<file path="src/rtl/cpu_pkg.sv">
// rtl/cpu_pkg.sv - shared encodings for the pipeline hazard controller
package cpu_pkg;

    localparam logic [1:0] FWD_IDEX  = 2'd0;
    localparam logic [1:0] FWD_EXMEM = 2'd1;
    localparam logic [1:0] FWD_MEMWB = 2'd2;

    typedef enum logic [1:0] {
        HALT_RUN   = 2'd0,
        HALT_DRAIN = 2'd1,
        HALT_STOP  = 2'd2
    } halt_state_e;

endpackage

</file>
<file path="src/rtl/fwd_select.sv">
// rtl/fwd_select.sv - EX operand forwarding select for one source register
module fwd_select
    import cpu_pkg::*;
#(
    parameter int REG_AW = 4
) (
    input  logic [REG_AW-1:0] src_i,
    input  logic              exmem_valid_i,
    input  logic              exmem_writes_i,
    input  logic              exmem_is_load_i,
    input  logic [REG_AW-1:0] exmem_rd_i,
    input  logic              memwb_valid_i,
    input  logic              memwb_writes_i,
    input  logic [REG_AW-1:0] memwb_rd_i,
    output logic [1:0]        sel_o
);

    // A load in EX/MEM has no data yet; the load-use stall covers that case.
    always_comb begin
        sel_o = FWD_IDEX;
        if (exmem_valid_i && exmem_writes_i && !exmem_is_load_i &&
            (exmem_rd_i != '0) && (exmem_rd_i == src_i)) begin
            sel_o = FWD_EXMEM;
        end else if (memwb_valid_i && memwb_writes_i &&
                     (memwb_rd_i != '0) && (memwb_rd_i == src_i)) begin
            sel_o = FWD_MEMWB;
        end
    end

endmodule

</file>
<file path="src/rtl/pipeline_ctrl.sv">
// rtl/pipeline_ctrl.sv - 5-stage pipeline hazard, forwarding and halt controller
module pipeline_ctrl
    import cpu_pkg::*;
#(
    parameter int REG_AW = 4,
    parameter int CNT_W  = 16
) (
    input  logic              clk,
    input  logic              reset,
    input  logic              id_valid,
    input  logic              id_writes,
    input  logic              id_is_load,
    input  logic              id_is_halt,
    input  logic [REG_AW-1:0] id_rs1,
    input  logic [REG_AW-1:0] id_rs2,
    input  logic [REG_AW-1:0] id_rd,
    input  logic              id_uses_rs1,
    input  logic              id_uses_rs2,
    input  logic              ex_branch_taken,
    input  logic              mem_busy,
    output logic              pc_en,
    output logic              ifid_en,
    output logic              idex_en,
    output logic              exmem_en,
    output logic              memwb_en,
    output logic              ifid_flush,
    output logic              idex_bubble,
    output logic [1:0]        fwd_a,
    output logic [1:0]        fwd_b,
    output logic              byp_id_a,
    output logic              byp_id_b,
    output logic              halted,
    output logic [CNT_W-1:0]  stall_cnt,
    output logic [CNT_W-1:0]  flush_cnt
);

    typedef struct packed {
        logic              valid;
        logic [REG_AW-1:0] rd;
        logic              writes;
        logic              is_load;
        logic              is_halt;
        logic [REG_AW-1:0] rs1;
        logic [REG_AW-1:0] rs2;
    } shadow_t;

    shadow_t          id_entry, idex_q, exmem_q, memwb_q;
    halt_state_e      state_q;
    logic             halted_q;
    logic [CNT_W-1:0] stall_cnt_q, flush_cnt_q;
    logic             freeze, branch_flush, lu_stall, load_use;
    logic             halt_enter, halt_leave;
    logic [1:0]       fwd_a_raw, fwd_b_raw;
    logic             unused_shadow;

    assign id_entry = '{valid: id_valid, rd: id_rd, writes: id_writes, is_load: id_is_load,
                        is_halt: id_is_halt, rs1: id_rs1, rs2: id_rs2};

    assign load_use = id_valid && idex_q.valid && idex_q.is_load && (idex_q.rd != '0) &&
                      ((id_uses_rs1 && (id_rs1 == idex_q.rd)) ||
                       (id_uses_rs2 && (id_rs2 == idex_q.rd)));

    always_comb begin
        pc_en        = 1'b1;
        ifid_en      = 1'b1;
        idex_en      = 1'b1;
        exmem_en     = 1'b1;
        memwb_en     = 1'b1;
        ifid_flush   = 1'b0;
        idex_bubble  = 1'b0;
        freeze       = 1'b0;
        branch_flush = 1'b0;
        lu_stall     = 1'b0;
        if (!reset) begin
            if (state_q == HALT_STOP) begin
                {pc_en, ifid_en, idex_en, exmem_en, memwb_en} = 5'b0;
            end else if (mem_busy && exmem_q.valid) begin
                freeze = 1'b1;
                {pc_en, ifid_en, idex_en, exmem_en, memwb_en} = 5'b0;
            end else if (state_q == HALT_DRAIN) begin
                // Younger instructions are squashed while the halt walks out.
                pc_en       = 1'b0;
                ifid_flush  = 1'b1;
                idex_bubble = 1'b1;
            end else if (ex_branch_taken) begin
                branch_flush = 1'b1;
                ifid_flush   = 1'b1;
                idex_bubble  = 1'b1;
            end else if (load_use) begin
                lu_stall    = 1'b1;
                pc_en       = 1'b0;
                ifid_en     = 1'b0;
                idex_bubble = 1'b1;
            end
        end
    end

    assign halt_enter = id_valid && id_is_halt && idex_en && !idex_bubble;
    assign halt_leave = memwb_q.valid && memwb_q.is_halt && memwb_en;

    always_ff @(posedge clk) begin
        if (reset) begin
            idex_q      <= '0;
            exmem_q     <= '0;
            memwb_q     <= '0;
            state_q     <= HALT_RUN;
            halted_q    <= 1'b0;
            stall_cnt_q <= '0;
            flush_cnt_q <= '0;
        end else begin
            if (idex_en) begin
                idex_q <= idex_bubble ? '0 : id_entry;
            end
            if (exmem_en) begin
                exmem_q <= idex_q;
            end
            if (memwb_en) begin
                memwb_q <= exmem_q;
            end
            case (state_q)
                HALT_RUN: begin
                    if (halt_enter) begin
                        state_q <= HALT_DRAIN;
                    end
                end
                HALT_DRAIN: begin
                    if (halt_leave) begin
                        state_q  <= HALT_STOP;
                        halted_q <= 1'b1;
                    end
                end
                default: begin
                    state_q <= HALT_STOP;
                end
            endcase
            if ((freeze || lu_stall) && (stall_cnt_q != '1)) begin
                stall_cnt_q <= stall_cnt_q + CNT_W'(1);
            end
            if (branch_flush && (flush_cnt_q != '1)) begin
                flush_cnt_q <= flush_cnt_q + CNT_W'(1);
            end
        end
    end

    fwd_select #(.REG_AW(REG_AW)) u_fwd_a (
        .src_i          (idex_q.rs1),
        .exmem_valid_i  (exmem_q.valid),
        .exmem_writes_i (exmem_q.writes),
        .exmem_is_load_i(exmem_q.is_load),
        .exmem_rd_i     (exmem_q.rd),
        .memwb_valid_i  (memwb_q.valid),
        .memwb_writes_i (memwb_q.writes),
        .memwb_rd_i     (memwb_q.rd),
        .sel_o          (fwd_a_raw)
    );

    fwd_select #(.REG_AW(REG_AW)) u_fwd_b (
        .src_i          (idex_q.rs2),
        .exmem_valid_i  (exmem_q.valid),
        .exmem_writes_i (exmem_q.writes),
        .exmem_is_load_i(exmem_q.is_load),
        .exmem_rd_i     (exmem_q.rd),
        .memwb_valid_i  (memwb_q.valid),
        .memwb_writes_i (memwb_q.writes),
        .memwb_rd_i     (memwb_q.rd),
        .sel_o          (fwd_b_raw)
    );

    assign fwd_a    = reset ? FWD_IDEX : fwd_a_raw;
    assign fwd_b    = reset ? FWD_IDEX : fwd_b_raw;
    assign byp_id_a = !reset && memwb_q.valid && memwb_q.writes && (memwb_q.rd != '0) &&
                      (memwb_q.rd == id_rs1);
    assign byp_id_b = !reset && memwb_q.valid && memwb_q.writes && (memwb_q.rd != '0) &&
                      (memwb_q.rd == id_rs2);

    assign halted    = halted_q;
    assign stall_cnt = stall_cnt_q;
    assign flush_cnt = flush_cnt_q;

    assign unused_shadow = ^{memwb_q.rs1, memwb_q.rs2, memwb_q.is_load};

endmodule

</file>
<file path="config.mk">
export PLATFORM = sky130hd
export DESIGN_NAME = pipeline_ctrl
export DESIGN_NICKNAME = d
export VERILOG_FILES = /design/src/rtl/cpu_pkg.sv /design/src/rtl/fwd_select.sv /design/src/rtl/pipeline_ctrl.sv
export SDC_FILE = /design/constraint.sdc
export NUM_CORES = 1
export LEC_CHECK = 0
export BUFFER_PORTS_ARGS = -buffer_cell sky130_fd_sc_hd__buf_4
export CORE_MARGIN = 5
export CORE_UTILIZATION = 45
export DETAILED_ROUTE_END_ITERATION = 8
export GPL_TIMING_DRIVEN = 0
export PLACE_DENSITY = 0.79
export SLEW_MARGIN = 5
export SYNTH_ARGS = -nofsm -noshare
export SYNTH_HDL_FRONTEND = slang
export SYNTH_SLANG_ARGS = --single-unit
export TNS_END_PERCENT = 20
</file>
<file path="constraint.sdc">
create_clock -name clk -period 3 [get_ports clk]
set_input_delay 0.75 -clock clk [delete_from_list [all_inputs] [get_ports clk]]
set_output_delay 0.75 -clock clk [all_outputs]
set_load 0.01 [all_outputs]
</file>
# --- After elaboration in Yosys (flattened, before gate mapping) ---
# Cells that the tools add are included.
totals:
  ff_bits: 66
  word_cells: 121
  out_inout_bits: 46
  input_bits: 22
op_classes:
  mux: 46
  add_sub_neg: 2
  n_reduce_logical: 39
  eq_ne: 14
ops:
  columns: ["cell", "n"]
  rows:
  - ["two-way mux 1 bit", 36]
  - ["adder 16 x 1 -> 16 bit, second input constant", 2]
  - ["equality test 4 bit", 8]
  - ["!= test 16 bit, second input constant", 2]
  - ["logical AND 1 bit", 28]
  - ["two-way mux 16 bit", 1]
  - ["two-way mux 2 bit", 8]
  - ["nonzero test 4 bit", 3]
  - ["!= test 2 bit, second input constant", 2]
  - ["one-hot mux 2 bit (2 select lines)", 1]
  - ["AND reduction 2 bit", 2]
  - ["zero test 1 bit", 3]
  - ["equality test 2 x 1 -> 1 bit, second input constant", 1]
  - ["equality test 2 bit, second input constant", 1]
  - ["zero test 2 bit", 1]
  - ["logical OR 1 bit", 2]

# --- Logic depth before layout (Yosys ltp) ---
# Gate-level depths: netlist of run 1.
depth:
  ltp_word: 14
  ltp_mapped: 8
  depth_no_buf: 6

# --- Modules after synthesis ---
# A second synthesis of run 1 with hierarchy kept.
hier_totals:
  hier_cells: 381
  area_unflattened_um2: 3265.6
modules_own_cells:
  columns: ["mod", "instances", "seq_area_each_um2", "area_per_inst_um2", "cells_each"]
  rows:
  - ["pipeline_ctrl", 1, 1321.3, 2990.4, 343]
  - ["fwd_select", 2, 0.0, 137.6, 19]

# --- Worst setup path before layout of run 1 ---
# No wires, ideal clock.
synth_path:
  path_kind: "input-to-output"
  from: "input port mem_busy"
  to: "output port idex_en"
  setup_slack_ns: 0.265
  t_arrival_ns: 1.985
  required_time_ns: 2.250
  path_buffers: 2
  cell_stages: 6
  path_cell_list: "and2_1 > nor2_1 > nor2_1 > clkbuf_1 > inv_1 > buf_4"
synth_via:
  elab_chain_len: 4
synth_lines:
  columns: ["element", "line_no", "text"]
  rows:
  - ["from (decl)", "pipeline_ctrl.sv:20", "input logic mem_busy,"]
  - ["logical AND 1 bit", "pipeline_ctrl.sv:77", "end else if (mem_busy && exmem_q.valid) begin"]
  - ["two-way mux 1 bit (3 in series)", null, null]
  - ["to (decl)", "pipeline_ctrl.sv:23", "output logic idex_en,"]
# Every way passes these cells.

# --- Worst setup path after layout of run 1 ---
layout_path:
  from: "input port id_rs1[3]"
  to: "output port ifid_en"
layout_via:
  elab_chain_len: 10
layout_lines:
  columns: ["element", "line_no", "text"]
  rows:
  - ["from (decl)", "pipeline_ctrl.sv:14", "input logic [REG_AW-1:0] id_rs1,"]
  - ["equality test 4 bit", "pipeline_ctrl.sv:60", "((id_uses_rs1 && (id_rs1 == idex_q.rd)) ||"]
  - ["logical AND 1 bit", "pipeline_ctrl.sv:60", null]
  - ["logical OR 1 bit", "pipeline_ctrl.sv:60", null]
  - ["logical AND 1 bit", "pipeline_ctrl.sv:59", "assign load_use = id_valid && idex_q.valid && idex_q.is_load && (idex_q.rd != '0) &&"]
  - ["two-way mux 1 bit", "pipeline_ctrl.sv:89", "end else if (load_use) begin"]
  - ["two-way mux 1 bit", "pipeline_ctrl.sv:85", "end else if (ex_branch_taken) begin"]
  - ["two-way mux 1 bit", "pipeline_ctrl.sv:80", "end else if (state_q == HALT_DRAIN) begin"]
  - ["two-way mux 1 bit", "pipeline_ctrl.sv:77", null]
  - ["two-way mux 1 bit", "pipeline_ctrl.sv:75", "if (state_q == HALT_STOP) begin"]
  - ["two-way mux 1 bit", "pipeline_ctrl.sv:74", "if (!reset) begin"]
  - ["to (decl)", "pipeline_ctrl.sv:22", "output logic ifid_en,"]
# Every way passes these cells.

==> results of run 1 <==
==> registers in the layout, summed over array words and instances, names as in the netlist <==
register,flops
exmem_q,8
flush_cnt,16
halted,1
idex_q,16
memwb_q,7
stall_cnt,16
state_q,2
==> path summary, 6_finish.rpt <==
check                                    end  slack, ps       start
worst min register to register    exmem_q[9]        470  exmem_q[9]
worst min-delay path              exmem_q[9]        470  exmem_q[9]
worst max-delay path                 ifid_en        -50   id_rs1[3]
worst max register to register  stall_cnt[7]        380  idex_q[14]
==> layout make-up <==
class / count / area, µm²
well taps: 99 / 123.9
inverters: 4 / 15.01
flip-flops and latches: 66 / 1321
repair buffers: 68 / 510.5
multi-input cells: 306 / 2009
fillers: 638 / 3015
plain buffers: 22 / 110.1
clock buffers: 12 / 165.2
clock inverters: 2 / 60.06
==> repair_timing <==
action | in CTS | in global routing
gates resized for setup | 4 | 11
hold buffers | 0 | 0
pin swaps | 0 | 6
setup endpoints to repair | 8 | 12
buffers inserted | 0 | 2
==> cell usage after synthesis, types with 2 or more instances <==
cell / number
clkbuf_1: 13
mux2_1: 3
and3_1: 3
o21ai_0: 12
nand2_1: 53
dfxtp_1: 66
buf_4: 2
nand3_1: 16
and2_1: 4
nand4_1: 9
mux2i_1: 4
and4_1: 2
nor2b_1: 12
a2111oi_0: 3
mux2_2: 8
nor4b_1: 2
nor4_1: 6
nor2_1: 33
buf_1: 3
xnor2_1: 25
a22o_1: 17
xor2_1: 14
nor3b_1: 2
buf_2: 3
a2111oi_4: 3
nor3_1: 12
inv_1: 4
ha_1: 2
or3_1: 9
o31a_1: 2
a211oi_1: 4
nand2b_1: 7
a21oi_1: 27
==> metrics by stage <==
stage	cells	hold WS [ps]	total power (µW)
5_1_grt	579	484.2	1998
2_1_floorplan	398	432.1	1027
3_5_place_dp	563	452.0	1091
3_3_place_gp	563	447.1	1087
4_1_cts	577	462.2	1937
6_report	579	466.2	1928
==> worst register-to-register path, cell delays in order (launching register included) <==
cell       delay (ps)
dfxtp_1           510
xor2_1            160
nor3_1            220
nand3_1           100
a2111o_1          480
buf_4             160
a2111oi_0         480
mux2_2            390
==> metal layers <==
layer / vias up / share of wire
li1: 1569 / -
met4: 0 / 0.020
met5: - / 0
met2: 78 / 0.47
met1: 1506 / 0.45
met3: 14 / 0.054
==> power by group through the flow <==
| stage | Clock, µW | Combinational (µW) | Sequential [µW] |
|---|---|---|---|
| 6_report | 851 | 162 | 915 |
| 5_1_grt | 903 | 179 | 917 |
| 4_1_cts | 864 | 159 | 914 |
| 3_5_place_dp | 0 | 157 | 934 |
| 3_3_place_gp | 0 | 154 | 933 |
| 2_1_floorplan | 0 | 97.7 | 929 |
==> cells in the final DEF (no fill, tap or decap), types with 14 or more instances in the layout <==
master,instances
xor2_1,14
nor2_1,31
nand3_1,16
dfxtp_1,66
a21oi_1,27
xnor2_1,25
buf_4,70
nand2_1,52
a22o_1,17
==> cells by family (layout without fill, tap and decap cells) <==
logic type	count (synthesis)	in the layout	synth area share
XOR/XNOR	39	39	0.1000
flip-flops	66	66	0.3868
multiplexers	15	15	0.04799
adder cells (fa/ha/maj)	2	2	0.007325
AO/OA/AOI/OAI	77	77	0.1718
buffers and inverters	26	108	0.03406
AND/OR/NAND/NOR	173	173	0.2520
==> impl_metrics.tcl, run 1 <==
set metrics [dict create \
    netlist.area_leader.share 0.3868 \
    arrival_ps 2300 \
    syn_nets 422 \
    die_y_um 97.13 \
    grt_max_degree 11 \
    met1_usage 0.2325 \
    grt_pass1_wl_mm 14.56 \
    crit_cells 8 \
    yosys_most_used_dff "dfxtp_1" \
    layout-drive-gt1-share 0.2333 \
    top_level_ports 68 \
    rsz0062_at_grt "true" \
    maxCapViolations 0 \
    combPwrFrac 0.084 \
    dpl-instance-area_um2 4035 \
    cp.required_ps 2250 \
    finish.net_count 501 \
    cellLeakagePower_uw 0.001617 \
    drtIter0Drc 112 \
    synth_edf_count 0 \
    row_count 31 \
    first_global_vias 3101 \
    max_freq_ghz 0.3276 \
    start_kind "input pin" \
    area_growth_pct 26.34 \
    ir_worst_vdd_v 0.0002187 \
    clk_latency_ps 340 \
    numCtsBuffers 9 \
    start_util 0.4659 \
    grt.total_usage 0.1849 \
    yosysTopAreaCell "dfxtp_1" \
    top_usage_layer "met2" \
    clockBufferDepth 2 \
    finalCriticalPeriod_ps 3053 \
    dp_hpwl_mm 6.427 \
    via_count 3167 \
    violations "negative setup slack" \
    synth_area_per_cell_um2 8.582 \
    cts_root_buffer "clkbuf_8" \
    via_per_inst 5.470 \
    final.setup.worst_slack_ps -52.95 \
    syn-cell-area_um2 3416 \
    wirelength_mm 8.793 \
    numPortBuffers 66 \
    hold_viol_final 0 \
    status "finished, violations left" \
    worstPathMaxFanout 3 \
    yosysSeqAreaShare 0.3868 \
    hold_path_depth 2 \
    drc 0 \
    synth_warnings 0 \
    dieArea_um2 9433 \
    worstMarginPinSlew_ps 776.1 \
    max_stage_delay_ps 480 \
    fin_skew_ps 6.508 \
    critPathBufInv 3 \
    finalSetupViolations 1 \
    grt.overflow.total 0 \
    power_density_nw_per_um2 446.9 \
    antenna_found_initial 0 \
    relSlewSlack 0.4759 \
    crit_top_cell "buf_4" \
    synthDistinctLibCells 46 \
    fin_crit_sh 1.018 \
    tns_ps -52.95 \
    rr_worst_depth 7 \
    endpoint_kind "output port" \
    cts_tree "done" \
    clkSlewWorstSetupHoldPaths_ps 60 \
    htree_levels 3 \
    met3_usage 0.04307 \
    swShare 0.2249 \
    place_ws_ps -301.2 \
    maxSlewViolCount 0 \
    synth.top_cells.by_area "dfxtp_1 39%, xnor2_1 6.4%, nand2_1 5.8%, a22o_1 4.4%, a21oi_1 4.0%" \
    synthArstFlopShare 0 \
    drtAntennaViolNets 0 \
    ys_ff_latch 66 \
    utilization 0.5887 \
    netlist_instances 398 \
    met2_usage 0.3004 \
    p_clk_frac 0.441 \
    p_int_uw 1495 \
    cp_top_family "compound AO/OA/AOI/OAI gates" \
    die_x_um 97.13 \
    wl_per_cell_um 15.19 \
    core-area_um2 7331 \
    path_cells "buf_4 > xor2_1 > nor3_1 > nand3_1 > a2111o_1 > buf_8 > a21o_1 > buf_4" \
    drtPass1Iterations 4 \
    seqPwrFrac 0.474 \
    diodes 0 \
    worstHoldPathType "reg2reg" \
    switchingPower_uw 433.8 \
    cpMaxStageDelayCell "a2111o_1" \
    gp_congestion 0.9271 \
    cts_sinks 66 \
    crit_type "in2out" \
    fin_area_um2 4315 \
]
Note: power is estimated with default switching activity, not from simulation.
==> run 2: changes to the inputs <==
--- a/config.mk
+++ b/config.mk
@@ -6,11 +6,13 @@
 export NUM_CORES = 1
 export LEC_CHECK = 0
 export BUFFER_PORTS_ARGS = -buffer_cell sky130_fd_sc_hd__buf_4
+export CELL_PAD_IN_SITES_DETAIL_PLACEMENT = 2
+export CELL_PAD_IN_SITES_GLOBAL_PLACEMENT = 2
 export CORE_MARGIN = 5
-export CORE_UTILIZATION = 45
+export CORE_UTILIZATION = 32
 export DETAILED_ROUTE_END_ITERATION = 8
 export GPL_TIMING_DRIVEN = 0
-export PLACE_DENSITY = 0.79
+export PLACE_DENSITY = 0.9
 export SLEW_MARGIN = 5
 export SYNTH_ARGS = -nofsm -noshare
 export SYNTH_HDL_FRONTEND = slang
==> run 2 against run 1 <==
- the flow now finishes without violations
- die area increased by 36%
- worst hold slack better by 10 ps
- clock skew grew 2.9 ps
- core utilization shrank 17 points
- via count up 4.8%
- count of clock-buffer cells in the layout unchanged
- sequential share of layout area is 0.19 points lower
- flip-flop and latch count unchanged
- cell count grew 6.4%
- routed wire length grew 41%
- critical path depth is 2 lower
- setup slack gained 120 ps
- critical path type is now reg2out
- critical endpoint is now idex_bubble
- largest cell class unchanged
==> impl_metrics.tcl, run 2 (synthesis gave the netlist of run 1 again) <==
set metrics [dict create \
    status "complete, no violations" \
    wl_per_cell_um 20.10 \
    fin_area_um2 4342 \
    worstMarginPinSlew_ps 800.0 \
    drc 0 \
    top_level_ports 68 \
    finalSetupViolations 0 \
    die_x_um 113.3 \
    critPathBufInv 1 \
    final_common_cell "buf_4" \
    arrival_ps 2180 \
    fin_skew_ps 9.414 \
    finalCriticalPeriod_ps 2931 \
    clockBufferDepth 2 \
    drtIter0Drc 137 \
    wl_met1_mm 5.026 \
    cp_top_family "simple AND/OR/NAND/NOR gates" \
    dpl-instance-area_um2 4081 \
    worstHoldPathType "reg2reg" \
    wl_met2_mm 6.659 \
    ir_worst_vdd_v 0.0002043 \
    fillers 1181 \
    gp_congestion 0.8191 \
    top_layer "met4" \
    hold_viol_final 0 \
    path_cells "nor4_2 > nor4b_2 > a22o_1 > nor2_1 > nor3_2 > buf_4" \
    grt_pass1_wl_mm 19.60 \
    cellLeakagePower_uw 0.001605 \
    cp.required_ps 2250 \
    grt_max_degree 11 \
    start_util 0.3294 \
    relSlewSlack 0.4597 \
    max_freq_ghz 0.3412 \
    crit_type "reg2out" \
    endpoint_kind "output port" \
    place_ws_ps -440.3 \
    maxCapViolations 0 \
    grt.total_usage 0.1935 \
    dieArea_um2 12840 \
    utilization 0.4187 \
    max_stage_delay_ps 520 \
    die_y_um 113.3 \
    r2r_slack_ps 340 \
    numCtsBuffers 9 \
    row_count 37 \
    final.setup.worst_slack_ps 68.98 \
    cts_tree "done" \
    met3_length_um 435 \
    htree_levels 3 \
    maxSlewViolCount 0 \
    dp_hpwl_mm 8.920 \
    holdBufCountCts 0 \
    fin_crit_sh 0.9770 \
    area_growth_pct 27.11 \
    diodes 0 \
    power_density_nw_per_um2 425.1 \
    drtPass1Iterations 4 \
    layout-drive-gt1-share 0.2438 \
    start_kind "flop" \
    clk_latency_ps 360 \
    multiInputGateArea_um2 2042 \
    core-area_um2 10370 \
    first_global_vias 3733 \
    finish.net_count 500 \
    drtAntennaViolNets 0 \
    worstPathMaxFanout 5 \
    cpMaxStageDelayCell "nor4_2" \
    via_per_inst 5.390 \
    wirelength_mm 12.38 \
    via_count 3320 \
    area.sequential_um2 1321 \
    numPortBuffers 66 \
    cts_sinks 66 \
    clkSlewWorstSetupHoldPaths_ps 70 \
    rsz0062_at_grt "true" \
    cts_root_buffer "clkbuf_8" \
    antenna_found_initial 0 \
    grt.overflow.total 0 \
    final_cell_mix "70 x buf_4, 66 x dfxtp_1, 52 x nand2_1, 31 x nor2_1, 27 x a21oi_1" \
]
## run 2: metal layers
metal / global-route usage / vias up
met3: 0.04171 / 20
met5: 0 / -
met4: 0.06971 / 0
li1: - / 1566
met1: 0.2185 / 1664
met2: 0.3558 / 70
## run 2: layout make-up
type	count	share of cell area
sequential	66	0.3043
timing repair buffer	68	0.1176
buffer	21	0.02248
inverter	4	0.003458
multi-input combinational	306	0.4703
clock buffer	12	0.03343
tap	136	0.03919
clock inverter	3	0.009222
## run 2: path summary, 6_finish.rpt
kind	startpoint	to	cells past startpoint
worst min-delay path	idex_q[8]	exmem_q[8]	2
worst min register to register	idex_q[8]	exmem_q[8]	2
worst max-delay path	idex_q[14]	idex_bubble	6
worst max register to register	idex_q[12]	stall_cnt[8]	7
## run 2: repair_timing
| item | in CTS | in global routing |
|---|---|---|
| endpoints found under the setup margin | 9 | 7 |
| gates resized for setup | 8 | 14 |
| buffers inserted | 2 | 0 |
| pin swaps | 3 | 4 |
| gates cloned | 0 | 0 |
| endpoints found under the hold margin | 0 | 0 |
## run 2: power by group
| part | internal (µW) | switching (µW) | total (µW) |
|---|---|---|---|
| clock network | 400 | 349 | 749 |
| registers | 893 | 24.3 | 918 |
| logic | 75.9 | 103 | 179 |
| total | 1370 | 476 | 1850 |
## run 2: worst min-delay path, stage by stage (launching register included)
cell	delay [ps]
dfxtp_1	320
nand2_1	60
a21oi_1	50
## run 2: through the flow
| stage | setup TNS, ps | std cells | power [µW] | hold slack, ps |
|---|---|---|---|---|
| final | 0 | 616 | 1846 | 476.7 |
| after floorplan | 0 | 398 | 1027 | 432.1 |
| after detailed placement | -2198 | 600 | 1105 | 458.9 |
| after global placement | -2049 | 600 | 1094 | 440.0 |
| after CTS | -72.97 | 617 | 1849 | 468.6 |
| after global routing | -88.63 | 616 | 1922 | 495.8 |
==> run 3: changes to the inputs <==
==> constraint.sdc (replaced) <==
create_clock -name clk -period 2.95 [get_ports clk]
set_input_delay 0.7375 -clock clk [delete_from_list [all_inputs] [get_ports clk]]
set_output_delay 0.7375 -clock clk [all_outputs]
set_load 0.01 [all_outputs]
==> run 3 against run 2 <==
- worst hold slack worse by 8.6 ps
- combinational power about the same
- sequential power rose by 2%
- die area stayed put
- non-clock buffer count unchanged
- global-route usage unchanged
- design area is 0.14% higher
- clock power is 1% higher
- setup slack lost 7.9 ps
==> impl_metrics.tcl, run 3 (synthesis gave the netlist of run 1 again) <==
set metrics [dict create \
    status "complete, no violations" \
    start_kind "flop" \
    via_count 3321 \
    p_int_uw 1393 \
    holdBufCountCts 0 \
    drtAntennaViolNets 0 \
    drtIter0Drc 100 \
    holdPathEnd "exmem_q[8]" \
    max_stage_delay_ps 510 \
    worstHoldPathType "reg2reg" \
    endpoint_kind "output port" \
    worstPathMaxFanout 5 \
    final_cell_mix "71 x buf_4, 65 x dfxtp_1, 52 x nand2_1, 31 x nor2_1, 27 x a21oi_1" \
    dieArea_um2 12840 \
    combPwrFrac 0.097 \
    place_ws_ps -465.3 \
    grt_max_degree 11 \
    relSlewSlack 0.4597 \
    die_y_um 113.3 \
    crit_type "reg2out" \
    p_clk_frac 0.405 \
    grt.overflow.total 0 \
    r2r-end "stall_cnt[8]" \
    hold_viol_final 0 \
    cpMaxStageDelayCell "dfxtp_1" \
    via_per_inst 5.391 \
    cts_sinks 66 \
    worstMarginPinSlew_ps 800.0 \
    hold_path_depth 2 \
    cp_top_family "compound AO/OA/AOI/OAI gates" \
    top_level_ports 68 \
    rr_startpoint "idex_q[12]" \
    min-delay-start "idex_q[8]" \
    finish.net_count 500 \
    finalSetupViolations 0 \
    r2r_slack_ps 290 \
    fin_skew_ps 10.20 \
    cts_tree "done" \
    switchingPower_uw 482.6 \
    path_cells "xor2_1 > nor3_1 > nand3_1 > a2111o_1 > a21o_1 > buf_4" \
    start_util 0.3294 \
    wirelength_mm 12.39 \
    finalCriticalPeriod_ps 2889 \
    antenna_found_initial 0 \
    maxSlewViolCount 0 \
    numPortBuffers 66 \
    rsz0062_at_grt "true" \
    utilization 0.4193 \
    numCtsBuffers 9 \
    drtPass1Iterations 4 \
    core-area_um2 10370 \
    rr_worst_depth 7 \
    wl_per_cell_um 20.12 \
    first_global_vias 3733 \
    grt.total_usage 0.1935 \
    row_count 37 \
    final_common_cell "buf_4" \
    power.total_uw 1875 \
    clkSlewWorstSetupHoldPaths_ps 80 \
    ir_worst_vdd_v 0.0002070 \
    power_density_nw_per_um2 431.3 \
    swShare 0.2574 \
    grt_pass1_wl_mm 19.60 \
    maxCapViolations 0 \
    seqPwrFrac 0.498 \
    max_freq_ghz 0.3462 \
    area_growth_pct 27.29 \
    clk_latency_ps 350 \
    arrival_ps 2150 \
    drc 0 \
    die_x_um 113.3 \
    dp_hpwl_mm 8.920 \
    final.setup.worst_slack_ps 61.09 \
    layout-drive-gt1-share 0.2479 \
    critPathBufInv 1 \
    gp_congestion 0.8191 \
    cellLeakagePower_uw 0.001606 \
    cp.required_ps 2210 \
    diodes 0 \
    fin_crit_sh 0.9793 \
    cts_root_buffer "clkbuf_8" \
    htree_levels 3 \
    clockBufferDepth 2 \
]
[run 3: cell count changes in the layout (fill, tap and decap cells not counted)]
cell      previous run  this run
buf_4               70        71
clkbuf_2             6         5
dfxtp_1             66        65
nor2b_1             12        11
dfxtp_2              0         1
nor2b_2              0         1
[run 3: power by group through the flow]
stage	sequential [µW]	combinational, µW	clock (µW)
floorplan	945	99.4	0
global placement	950	163	0
detailed placement	952	172	0
CTS	932	176	772
global route	935	198	821
finish	933	182	760
[run 3: worst max-delay path by stage]
stage	startpoint	depth (start not counted)	slack, ps	end
2_1_floorplan	mem_busy	6	240	idex_en
3_3_place_gp	mem_busy	8	-430	memwb_en
3_5_place_dp	mem_busy	8	-470	memwb_en
4_1_cts	mem_busy	8	-50	memwb_en
5_1_grt	idex_q[12]	6	-70	ifid_en
6_report	idex_q[12]	6	60	ifid_en
[run 3: cell type report]
cell class | instances | area, µm²
buffer | 20 | 92.59
clock buffer | 12 | 145.1
clock inverter | 3 | 40.04
fill | 1180 | 6022
inverter | 4 | 15.01
multi-input combinational | 306 | 2044
sequential | 66 | 1323
tap | 136 | 170.2
timing repair buffer | 69 | 518.0
[run 3: metrics by stage]
step / area [µm²] / hold slack, ps / setup TNS [ps] / cells
final: 4348 / 468.1 / 0 / 616
after global routing: 4348 / 495.8 / -198.3 / 616
after CTS: 4299 / 468.6 / -148.0 / 617
after detailed placement: 4081 / 458.9 / -2423 / 600
after global placement: 4081 / 440.0 / -2249 / 600
after floorplan: 3416 / 432.1 / 0 / 398
[run 3: worst reg2reg max path: cells and delay by family, from the launching register on]
kind / cells / cell delay [ps]
flops: 1 / 510
xor+xnor: 1 / 170
simple gates: 2 / 350
buf+inv: 1 / 170
mux: 1 / 400
compound gates: 2 / 940
[run 3: what timing repair did]
item | 4_1_cts | 5_1_grt
resized for setup | 9 | 13
pin swaps | 3 | 5
setup endpoints to repair | 9 | 7
buffers inserted | 2 | 1
[run 3: metal layers]
metal,GRT usage,share of wire
met1,0.2185,0.41
met2,0.3558,0.54
met5,0,0
met4,0.06971,0.019
met3,0.04171,0.036
